## src/rtl/adsr_envelope_if.sv

```systemverilog
// adsr_envelope_if: gate, envelope shape, master volume and envelope outputs
interface adsr_envelope_if;
  logic       gate_i;
  logic [7:0] attack_step_i;
  logic [7:0] decay_step_i;
  logic [7:0] sustain_lvl_i;
  logic [7:0] release_step_i;
  logic [7:0] master_vol_i;
  logic [7:0] volume_o;
  logic       active_o;
  logic [2:0] state_o;
  modport master (
    output gate_i, attack_step_i, decay_step_i, sustain_lvl_i, release_step_i, master_vol_i,
    input  volume_o, active_o, state_o
  );
  modport slave (
    input  gate_i, attack_step_i, decay_step_i, sustain_lvl_i, release_step_i, master_vol_i,
    output volume_o, active_o, state_o
  );
endinterface

```

## src/rtl/adsr_envelope.sv

```systemverilog
// adsr_envelope: tick-paced ADSR level generator with master volume scaling
module adsr_envelope #(
  parameter int CLK_MHZ = 50,
  parameter int TICK_HZ = 1000
) (
  input logic            clk_i,
  input logic            rst_ni,
  adsr_envelope_if.slave bus
);
  localparam int TICK_DIV = CLK_MHZ * 1_000_000 / TICK_HZ;
  localparam int CW = $clog2(TICK_DIV);
  typedef enum logic [2:0] {IDLE, ATTACK, DECAY, SUSTAIN, RELEASE} state_t;
  state_t        state, state_n;
  logic [CW-1:0] cnt;
  logic [7:0]    level, level_n;
  logic          gate_q, tick, rise, fall;
  logic [8:0]    att_sum, dec_diff, rel_diff;
  logic [16:0]   prod;
  logic          att_full, dec_done, rel_done;
  assign tick     = cnt == CW'(TICK_DIV - 1);
  assign rise     = bus.gate_i & ~gate_q;
  assign fall     = ~bus.gate_i & gate_q;
  assign att_sum  = {1'b0, level} + {1'b0, bus.attack_step_i};
  assign dec_diff = {1'b0, level} - {1'b0, bus.decay_step_i};
  assign rel_diff = {1'b0, level} - {1'b0, bus.release_step_i};
  // bit 8 of the differences flags an underflow below zero
  assign att_full = bus.attack_step_i == 8'd0 || att_sum[8] || &att_sum[7:0];
  assign dec_done = bus.decay_step_i == 8'd0 || dec_diff[8] || dec_diff[7:0] <= bus.sustain_lvl_i;
  assign rel_done = bus.release_step_i == 8'd0 || rel_diff[8] || rel_diff[7:0] == 8'd0;
  assign prod     = {9'd0, level} * ({9'd0, bus.master_vol_i} + 17'd1);
  always_ff @(posedge clk_i or negedge rst_ni) begin
    if (!rst_ni) begin
      cnt          <= '0;
      gate_q       <= 1'b0;
      state        <= IDLE;
      level        <= '0;
      bus.volume_o <= '0;
      bus.active_o <= 1'b0;
      bus.state_o  <= '0;
    end else begin
      cnt          <= tick ? '0 : cnt + 1'b1;
      gate_q       <= bus.gate_i;
      state        <= state_n;
      level        <= level_n;
      bus.volume_o <= prod[15:8];
      bus.active_o <= state != IDLE;
      bus.state_o  <= state;
    end
  end
  // gate edges take priority over a coincident tick
  always_comb begin
    state_n = state;
    level_n = level;
    if (rise) state_n = ATTACK;
    else if (fall && state inside {ATTACK, DECAY, SUSTAIN}) state_n = RELEASE;
    else if (tick) begin
      case (state)
        ATTACK: begin
          level_n = att_full ? 8'hff : att_sum[7:0];
          state_n = att_full ? DECAY : ATTACK;
        end
        DECAY: begin
          level_n = dec_done ? bus.sustain_lvl_i : dec_diff[7:0];
          state_n = dec_done ? SUSTAIN : DECAY;
        end
        SUSTAIN: level_n = bus.sustain_lvl_i;
        RELEASE: begin
          level_n = rel_done ? 8'd0 : rel_diff[7:0];
          state_n = rel_done ? IDLE : RELEASE;
        end
        default: level_n = '0;
      endcase
    end
  end
endmodule

```

## src/flat_wrapper.sv

```systemverilog
// flat-port wrapper written by rule: the top's interface ports become plain ports
module adsr_envelope_flat 
#(
  parameter int CLK_MHZ = 50,
  parameter int TICK_HZ = 1000
)
  (clk_i, rst_ni, bus_gate_i, bus_attack_step_i, bus_decay_step_i, bus_sustain_lvl_i, bus_release_step_i, bus_master_vol_i, bus_volume_o, bus_active_o, bus_state_o);
  adsr_envelope_if bus_i ();
  input logic clk_i;
  input logic rst_ni;
  input wire logic [$bits(bus_i.gate_i)-1:0] bus_gate_i;
  input wire logic [$bits(bus_i.attack_step_i)-1:0] bus_attack_step_i;
  input wire logic [$bits(bus_i.decay_step_i)-1:0] bus_decay_step_i;
  input wire logic [$bits(bus_i.sustain_lvl_i)-1:0] bus_sustain_lvl_i;
  input wire logic [$bits(bus_i.release_step_i)-1:0] bus_release_step_i;
  input wire logic [$bits(bus_i.master_vol_i)-1:0] bus_master_vol_i;
  output wire logic [$bits(bus_i.volume_o)-1:0] bus_volume_o;
  output wire logic [$bits(bus_i.active_o)-1:0] bus_active_o;
  output wire logic [$bits(bus_i.state_o)-1:0] bus_state_o;
  assign bus_i.gate_i = bus_gate_i;
  assign bus_i.attack_step_i = bus_attack_step_i;
  assign bus_i.decay_step_i = bus_decay_step_i;
  assign bus_i.sustain_lvl_i = bus_sustain_lvl_i;
  assign bus_i.release_step_i = bus_release_step_i;
  assign bus_i.master_vol_i = bus_master_vol_i;
  assign bus_volume_o = bus_i.volume_o;
  assign bus_active_o = bus_i.active_o;
  assign bus_state_o = bus_i.state_o;
  adsr_envelope #(.CLK_MHZ(CLK_MHZ), .TICK_HZ(TICK_HZ)) u_core (.clk_i(clk_i), .rst_ni(rst_ni), .bus(bus_i));
endmodule
```

## config.mk

```make
export PLATFORM = sky130hd
export DESIGN_NAME = adsr_envelope_flat
export DESIGN_NICKNAME = d
export VERILOG_FILES = /design/src/rtl/adsr_envelope_if.sv /design/src/rtl/adsr_envelope.sv /design/src/flat_wrapper.sv
export SDC_FILE = /design/constraint.sdc
export NUM_CORES = 1
export LEC_CHECK = 0
export ABC_AREA = 0
export BUFFER_PORTS_ARGS = -buffer_cell sky130_fd_sc_hd__clkbuf_2
export CAP_MARGIN = 20
export CORE_ASPECT_RATIO = 1.25
export CORE_MARGIN = 2
export CORE_UTILIZATION = 61
export CTS_BUF_LIST = sky130_fd_sc_hd__clkbuf_4 sky130_fd_sc_hd__clkbuf_8 sky130_fd_sc_hd__clkbuf_16
export CTS_CLUSTER_DIAMETER = 30
export DETAILED_ROUTE_END_ITERATION = 10
export MAX_ROUTING_LAYER = met4
export PLACE_DENSITY = 0.89
export SLEW_MARGIN = 20
export SYNTH_ARGS = -nofsm -noshare
export SYNTH_HDL_FRONTEND = slang
export SYNTH_SLANG_ARGS = --single-unit
```

## constraint.sdc

```tcl
create_clock -name clk_i -period 4.81 [get_ports clk_i]
set_input_delay 0.7215 -clock clk_i [delete_from_list [all_inputs] [get_ports clk_i]]
set_output_delay 0.7215 -clock clk_i [all_outputs]
set_load 0.02 [all_outputs]
```

==> results by stage, run 1 <==
Detailed routing:
- The total wirelength of the detailed-routed design is 14,500 um.
- The detail-routed via count per cell is 5.98.
- Detailed routing inserted a total of 4,876 vias.
- The number of optimization iterations in the first detailed-route pass is 5.
- For this run, design rule violations remaining after detail routing come to 0.
- In this run, the number of DRC markers left after iteration 0 of detailed routing was 277.
- The detail route stage leaves a number of antenna-violating nets equal to 0.
- Dividing the detail-routed wire length by the instance count gives 17.7 um.

Clock network:
- The longest clock path from root to sink contains 2 buffers.
- TritonCTS built the clock tree.
- The number of buffers inserted during clock tree synthesis is 5.
- Hold repair after CTS inserted 0 buffers.
- Clock latency on the worst-skew pair, taken at its later pin, is 0.32 ns.
- Clock tree synthesis found a total of 40 sinks.
- The root buffer selected by CTS is sky130_fd_sc_hd__clkbuf_8.
- The H-tree was split into 2 levels.
- The CTS clock-pin slew for the worst setup and hold paths is 0.08 ns.

Cells and area:
- The layout overhead on the synthesized area is 18.9%.
- The final-stage net count is 848.
- The ratio of cells with drive above 1 in the final layout is 21.7%.
- The repair_antennas step left the layout with diodes totalling 0.
- The number of fill cells is 604.

Critical path:
- The worst setup path is captured at a flip-flop.
- The biggest fanout along the worst timing path is 4.
- The classification of the worst setup path is primary input to flip-flop.
- At the worst endpoint, the required time is 5.05 ns.
- STA puts the critical path data arrival time at 4.94 ns.
- The startpoint kind of the worst setup timing path is a primary input.

Pwr:
- The ratio of total power to cell area is 136 nW/um^2.
- The combinational share of power is 32.4%.
- Sequential cells burn 40.7% of the power.
- The maximum ir drop on the vdd rail is 0.138 mV.
- In this run, the clock network consumes 26.9% of the power.
- The cell-internal power is 565 uW.
- The final total power is 879 uW.
- The static leakage is 3.21 nW.
- In this run switching power makes up 35.7% of total power.
- The switching power is 314 uW.

Place:
- Detailed placement ended at an HPWL of 11,200 um.
- The count of input and output buffers is 54.
- Routability-driven placement finished with a final weighted congestion of 0.971.

Timing:
- The setup-violating endpoint count in the final report is 0.
- The worst hold margin is 0.480 ns.
- The final count of hold timing violations is 0.
- After layout, the worst path uses 97.6% of the clock period.
- The count of final max-slew check failures is 0.
- In the final timing run, aggregate negative setup slack is 0 ns.
- The worst max-slew margin expressed relative to the limit is 38.6%.
- The routed design could run at a clock period as short as 4.69 ns.
- For the pin with the worst max-slew slack, the measured transition is 0.921 ns.
- The setup clock skew after layout is 0.0123 ns.
- The maximum achievable frequency is 0.213 GHz.

Die:
- The area of the die is 9650 um^2.
- The horizontal die dimension is 88.3 um.
- From bottom edge to top edge, the die measures 109 um.
- The initial cell density of the core is 62.6%.
- After floorplanning, the core was divided into 38 placement rows.
- The total core area is 8650 um^2.
- The number of primary I/O pins is 55.

Yosys:
- The proportion of register bits with asynchronous set or reset after synthesis is 100%.
- The commonest cells after synthesis are sky130_fd_sc_hd__inv_1, sky130_fd_sc_hd__ha_1, sky130_fd_sc_hd__nor2_1.
- The total of warnings raised by yosys is 0.
- A synthesized cell averages 8.91 um^2.
- The instance count of the mapped netlist is 608.
- Synthesis produced a netlist with a net count of 760.
- The fraction of synthesized cell area taken by the top area cell type is 18.5%.
- By area the synthesized netlist is led by sky130_fd_sc_hd__dfrtp_1, sky130_fd_sc_hd__fa_1, sky130_fd_sc_hd__ha_1.
- Summing every instance area after synthesis gives 5420 um^2.
- The cell taking the most area after synthesis is sky130_fd_sc_hd__dfrtp_1.
- Summing the sequential cell areas from Yosys gives 18.5% of the chip area.
- The most frequently used flop master after synthesis is sky130_fd_sc_hd__dfrtp_1.
- The number of enable-type register cells in the synthesized netlist is 0.
- sky130_fd_sc_hd__inv_1 is the most common cell in the netlist.
- The synthesized design contains 40 register bits.
- The count of unique library cells instantiated by Yosys is 69.

Global route:
- The first global-routing pass estimated 22,300 um of wire.
- The residual overflow from global routing is 0.
- The via count of the first global-routing pass is 4,990.
- The pin count of the biggest net entering global routing is 41.
- The initial antenna violation count is 0.
- Global routing consumed, over all layers together, 30.7% of the routing resources.

Outcome:
- The run finished with clean final reports.

Hold path:
- The worst hold path class is flip-flop to flip-flop.

Flow run:
- The reported max-cap violation count is 0.
-- cell families (layout without fill, tap and decap cells) --
kind of cell               after synthesis  in the layout  share of synthesized area, %
AOI/OAI and AO/OA                      110            110                          14.4
xor gates and xnor gates                45             45                          7.28
adders and majority gates              109            109                          31.1
buffers and inverters                   84            172                          6.05
DFF                                     40             40                          18.5
muxes                                    1              1                         0.185
and+or+nand+nor                        219            219                          22.4
-- registers in the layout, indices dropped and copies added (netlist names) --
register,count
u_core.bus.active_o,1
u_core.bus.volume_o,8
u_core.cnt,16
u_core.bus.state_o,3
u_core.gate_q,1
u_core.state,3
u_core.level,8
-- cell usage in the layout (no fill, tap or decap), types with 3 or more instances in the layout --
cell and instances:
sky130_fd_sc_hd__a211oi_1 9, sky130_fd_sc_hd__a21o_1 6, sky130_fd_sc_hd__a21oi_1 24, sky130_fd_sc_hd__a31oi_1 3, sky130_fd_sc_hd__and2_1 20, sky130_fd_sc_hd__and3_1 8, sky130_fd_sc_hd__buf_4 35, sky130_fd_sc_hd__buf_6 3
sky130_fd_sc_hd__clkbuf_2 49, sky130_fd_sc_hd__clkbuf_8 5, sky130_fd_sc_hd__dfrtp_1 40, sky130_fd_sc_hd__fa_1 42, sky130_fd_sc_hd__ha_1 60, sky130_fd_sc_hd__ha_4 4, sky130_fd_sc_hd__inv_1 73, sky130_fd_sc_hd__nand2_1 25
sky130_fd_sc_hd__nand2b_1 14, sky130_fd_sc_hd__nand3_1 16, sky130_fd_sc_hd__nand4_1 5, sky130_fd_sc_hd__nor2_1 42, sky130_fd_sc_hd__nor2b_1 35, sky130_fd_sc_hd__nor2b_2 6, sky130_fd_sc_hd__nor3_1 8, sky130_fd_sc_hd__nor3_2 3
sky130_fd_sc_hd__nor4_1 7, sky130_fd_sc_hd__o211ai_1 6, sky130_fd_sc_hd__o21a_1 6, sky130_fd_sc_hd__o21ai_0 13, sky130_fd_sc_hd__o21ai_1 8, sky130_fd_sc_hd__o21ai_2 3, sky130_fd_sc_hd__or2_2 3, sky130_fd_sc_hd__or3_1 4
sky130_fd_sc_hd__xnor2_1 22, sky130_fd_sc_hd__xor2_1 17, sky130_fd_sc_hd__xor2_4 3
-- power by group through the flow --
stage	Clock [mW]	Combinational, mW	Sequential [mW]
after floorplan	0	0.160	0.363
after global placement	0	0.245	0.363
after detailed placement	0	0.260	0.364
after CTS	0.234	0.265	0.357
after global routing	0.249	0.311	0.359
final	0.237	0.285	0.357
-- repair_timing --
action / CTS / global route
gates resized for setup: 3 / 35
setup buffers: 2 / 2
setup endpoints to repair: 4 / 6
pin swaps: 2 / 25
-- final timing paths --
check,startpoint,to,slack (ns),cells past startpoint
setup / recovery,bus_master_vol_i[3],u_core.bus.volume_o[4]$_DFF_PN0_,0.12,19
max in group asynchronous,rst_ni,u_core.cnt[2]$_DFF_PN0_,3.70,1
hold / removal,u_core.cnt[0]$_DFF_PN0_,u_core.cnt[0]$_DFF_PN0_,0.48,1
hold reg to reg,u_core.cnt[0]$_DFF_PN0_,u_core.cnt[0]$_DFF_PN0_,0.48,1
setup reg to reg,u_core.level[5]$_DFFE_PN0P_,u_core.bus.volume_o[4]$_DFF_PN0_,0.50,16
min in group asynchronous,rst_ni,u_core.bus.volume_o[1]$_DFF_PN0_,0.53,1
-- metrics by stage --
stage | utilization, % | setup WS (ns) | area, um^2 | std cells
floorplan | - | 0.0367 | 5540 | 608
global placement | 71.2 | -0.249 | 6160 | 805
detailed placement | 71.2 | -0.422 | 6160 | 805
CTS | 72.6 | 0.0265 | 6280 | 814
global route | 74.4 | -0.0390 | 6440 | 816
finish | 74.4 | 0.115 | 6440 | 816
-- layout make-up --
class	instances	area, um^2	share of cell area (%)
sequential	40	1000	15.5
tap	120	150	2.33
multi-input combinational	484	4350	67.6
timing repair buffer	90	572	8.88
clock buffer	5	68.8	1.07
clock inverter	2	12.5	0.194
inverter	75	282	4.37
-- critical path: stages --
cell and delay (ns):
sky130_fd_sc_hd__buf_2 0.14, sky130_fd_sc_hd__nand3_2 0.12, sky130_fd_sc_hd__nor2_4 0.16, sky130_fd_sc_hd__nand3_4 0.12, sky130_fd_sc_hd__xor2_4 0.25, sky130_fd_sc_hd__nor2b_2 0.08, sky130_fd_sc_hd__fa_1 0.49, sky130_fd_sc_hd__fa_1 0.50
sky130_fd_sc_hd__fa_1 0.50, sky130_fd_sc_hd__inv_1 0.06, sky130_fd_sc_hd__fa_1 0.52, sky130_fd_sc_hd__inv_1 0.06, sky130_fd_sc_hd__ha_4 0.24, sky130_fd_sc_hd__a21o_1 0.18, sky130_fd_sc_hd__a41oi_2 0.24, sky130_fd_sc_hd__nand2b_4 0.18
sky130_fd_sc_hd__a21boi_1 0.08, sky130_fd_sc_hd__nor2_1 0.15, sky130_fd_sc_hd__xnor2_1 0.13
-- routing by layer --
layer	up-vias	share of wire [%]	global-route usage, %
li1	2248	-	-
met1	2354	37	33.0
met2	211	54	55.4
met3	63	5.1	4.73
met4	0	4.6	13.5
met5	-	0	-
No activity file was read; power rests on OpenSTA's default activity.
==> run 2: changes to the inputs <==
Settings changed: PLACE_DENSITY 0.89 to 0.79.
==> run 2 against run 1 <==
Flip-flop and latch count stayed put. Via count is 4.1% lower. Total power is 5.0% higher. Clock skew is 0.0023 ns lower. Register-to-register slack worse by 0.15 ns. Clock-buffer cell count stayed put. Largest power group unchanged.
==> results by stage, run 2 (synthesis results as in run 1) <==
Timing:
- Headroom to the max-slew limit came out at 38.8%.
- Setup slack closes at 0.100 ns.
- Based on the critical path, the design can be clocked at up to 0.212 GHz.
- For the pin with the worst max-slew slack, the measured transition is 0.918 ns.
- The count of final max-slew check failures came to 0.
- The period utilization is 97.9%.
- The setup clock skew after layout is 0.0100 ns.
- The final critical path time including I/O delays and setup is 4.71 ns.
- For the final routed database, the setup TNS stands at 0 ns.
- The setup-violating endpoint count in the final report is 0.
- The final count of hold timing violations is 0.

Detailed routing:
- The final routed DRC violation total is 0.
- Across all layers, the routed design uses 4,674 vias.
- The average wire length per cell after detail routing is 16.6 um.
- The total wirelength of the detailed-routed design is 13,500 um.
- The first detailed-routing pass took 4 iterations.
- The iteration-0 DRC count of the detailed router is 226.
- Dividing the detail-routed via count by the number of cells gives 5.75.
- The count of nets left with antenna violations once routing finished came out at 0.

Global route:
- The via count of the first global-routing pass is 4,872.
- The total overflow left after global routing is 0.
- The wire length of the first global-routing pass is 22,000 um.
- Entering global routing, the biggest net connects 41 pins.
- Global routing consumed, over all layers together, 29.6% of the routing resources.
- The initial antenna violation count is 0.

Die:
- The die is 88.3 um wide.
- The total core area is 8650 um^2.
- The initial utilization of the core area, before any placement, comes to 62.6%.
- The floorplan has 38 rows.
- The area of the die is 9650 um^2.
- The number of primary I/O pins is 55.
- The chip height is 109 um.

Critical path:
- The logic depth of the worst setup path including buffers is 18.
- The critical path contains buffers and inverters numbering 3 combined.
- For this design, the slowest cell found on the critical path is sky130_fd_sc_hd__fa_1.
- The largest delay contributor family on the critical path is adder cells.
- For the worst flop-to-flop path, the logic depth is 15.
- The worst setup path is captured at a flip-flop.
- The endpoint required time on the critical path is 5.01 ns.
- The critical path launch point is bus_master_vol_i[0].
- The largest stage delay on the critical path is 0.54 ns.
- The startpoint of the most critical register-to-register path is u_core.level[3]$_DFFE_PN0P_.
- The critical path goes through buf_8 > ha_4 > xor2_4 > and2_1 > fa_1 > fa_1 > fa_1 > inv_1 > fa_1 > inv_2 > ha_4 > a2111oi_4 > o21ai_2 > a41oi_2 > o21ai_2 > o21a_1 > nor3_2 > nor2_1.
- The most used cell along the critical path is sky130_fd_sc_hd__fa_1.
- In this run the worst setup path terminates at u_core.bus.volume_o[6]$_DFF_PN0_.
- STA classifies the critical path startpoint as a primary input.
- The worst setup path is of the primary input to flip-flop kind.
- In this run the critical register-to-register path is captured at u_core.bus.volume_o[6]$_DFF_PN0_.
- The internal reg-to-reg setup slack is 0.35 ns.
- For the worst setup path, the data arrival time is 4.91 ns.
- In this run the worst path has a maximum fanout of 5.

Cells and area:
- The final-stage net count is 844.
- The area of all placed cells without fillers is 6450 um^2.
- The largest registers in the layout are u_core.cnt x16, u_core.bus.volume_o x8, u_core.level x8.
- u_core.cnt holds more flip-flops than any other register.
- The register with the most flip-flops in the layout has 16 of them.
- The final cell utilization of the core is 74.6%.
- The library cell used most frequently in the layout, excluding fill and tap cells, is sky130_fd_sc_hd__inv_1.
- In the final layout, the share of cells above drive strength 1 is 22.1%.
- The repair_antennas step left the layout with diodes totalling 0.
- The top cell types in the final layout, fill and taps aside, are sky130_fd_sc_hd__inv_1, sky130_fd_sc_hd__ha_1, sky130_fd_sc_hd__clkbuf_2.
- The layout overhead on the synthesized area is 19.2%.

Place:
- The final estimated routing congestion in global placement is 0.913.
- The count of input and output buffers is 54.
- The area after detailed placement is 6150 um^2.
- At the placement stage, the worst setup path has a slack of -0.312 ns.
- The half-perimeter wire length after placement is 10,500 um.

Pwr:
- The ratio of total power to cell area is 143 nW/um^2.
- The worst-case IR drop observed on VDD is 0.189 mV.
- Net switching is 32.7% of the power.
- The power share of the clock group is 31.3%.
- In this run the power spent charging and discharging nets is 302 uW.
- Combinational cells account for 29.8% of the total power.
- The static leakage is 3.19 nW.
- The relative contribution of sequential cells to total power is 38.9%.
- The cell-internal power is 621 uW.

Clock network:
- At the later pin of the worst-skew pair, clock insertion delay measures 0.30 ns.
- The root buffer cell chosen for the clock tree is sky130_fd_sc_hd__clkbuf_8.
- The H-tree generated during clock tree synthesis spans 2 levels.
- The number of buffers inserted during clock tree synthesis is 5.
- TritonCTS built the clock tree.
- The longest clock path from root to sink contains 2 buffers.
- The clock drives 40 sinks.
- The CTS clock-pin slew for the worst setup and hold paths is 0.09 ns.

Flow run:
- The reported max-cap violation count is 0.

Hold path:
- The worst hold path class is flip-flop to flip-flop.

Outcome:
- The run finished with clean final reports.
## run 2: layout make-up
type	count	area, um^2
inverter	75	282
timing repair buffer	86	554
clock inverter	3	46.3
fill	639	2200
clock buffer	5	68.8
multi-input combinational	484	4350
tap	120	150
sequential	40	1000
## run 2: repair_timing
item | in CTS | in global routing
resized for setup | 0 | 46
setup buffers | 0 | 3
endpoints found under the setup margin | 0 | 4
hold buffers | 0 | 0
## run 2: through the flow
step,power [mW],std cells,hold WS (ns)
after floorplan,0.523,608,0.376
after global placement,0.609,803,0.440
after detailed placement,0.618,803,0.460
after CTS,0.908,811,0.472
after global routing,0.975,813,0.490
final,0.922,813,0.470
## run 2: how the worst min path moves through the flow
stage / startpoint / end / slack (ns) / depth (start not counted)
2_1_floorplan: u_core.state[0]$_DFFE_PN0P_ / u_core.bus.state_o[0]$_DFF_PN0_ / 0.38 / 0
3_3_place_gp: u_core.cnt[0]$_DFF_PN0_ / u_core.cnt[0]$_DFF_PN0_ / 0.44 / 1
3_5_place_dp: u_core.cnt[0]$_DFF_PN0_ / u_core.cnt[0]$_DFF_PN0_ / 0.46 / 1
4_1_cts: u_core.cnt[0]$_DFF_PN0_ / u_core.cnt[0]$_DFF_PN0_ / 0.47 / 1
5_1_grt: u_core.cnt[0]$_DFF_PN0_ / u_core.cnt[0]$_DFF_PN0_ / 0.49 / 1
6_report: u_core.cnt[0]$_DFF_PN0_ / u_core.cnt[0]$_DFF_PN0_ / 0.47 / 1
## run 2: power groups by stage
stage | clock network, mW | registers, mW | logic (mW)
after global placement | 0 | 0.365 | 0.244
after global routing | 0.309 | 0.361 | 0.306
after detailed placement | 0 | 0.365 | 0.253
after floorplan | 0 | 0.363 | 0.160
after CTS | 0.294 | 0.358 | 0.256
final | 0.289 | 0.359 | 0.275
## run 2: layer usage
metal | vias to the layer above | part of all wire (%) | global-route usage (%)
met2 | 130 | 53 | 50.6
li1 | 2249 | - | -
met1 | 2268 | 41 | 37.1
met4 | 0 | 2.5 | 8.55
met3 | 27 | 4.1 | 3.23
met5 | - | 0 | -
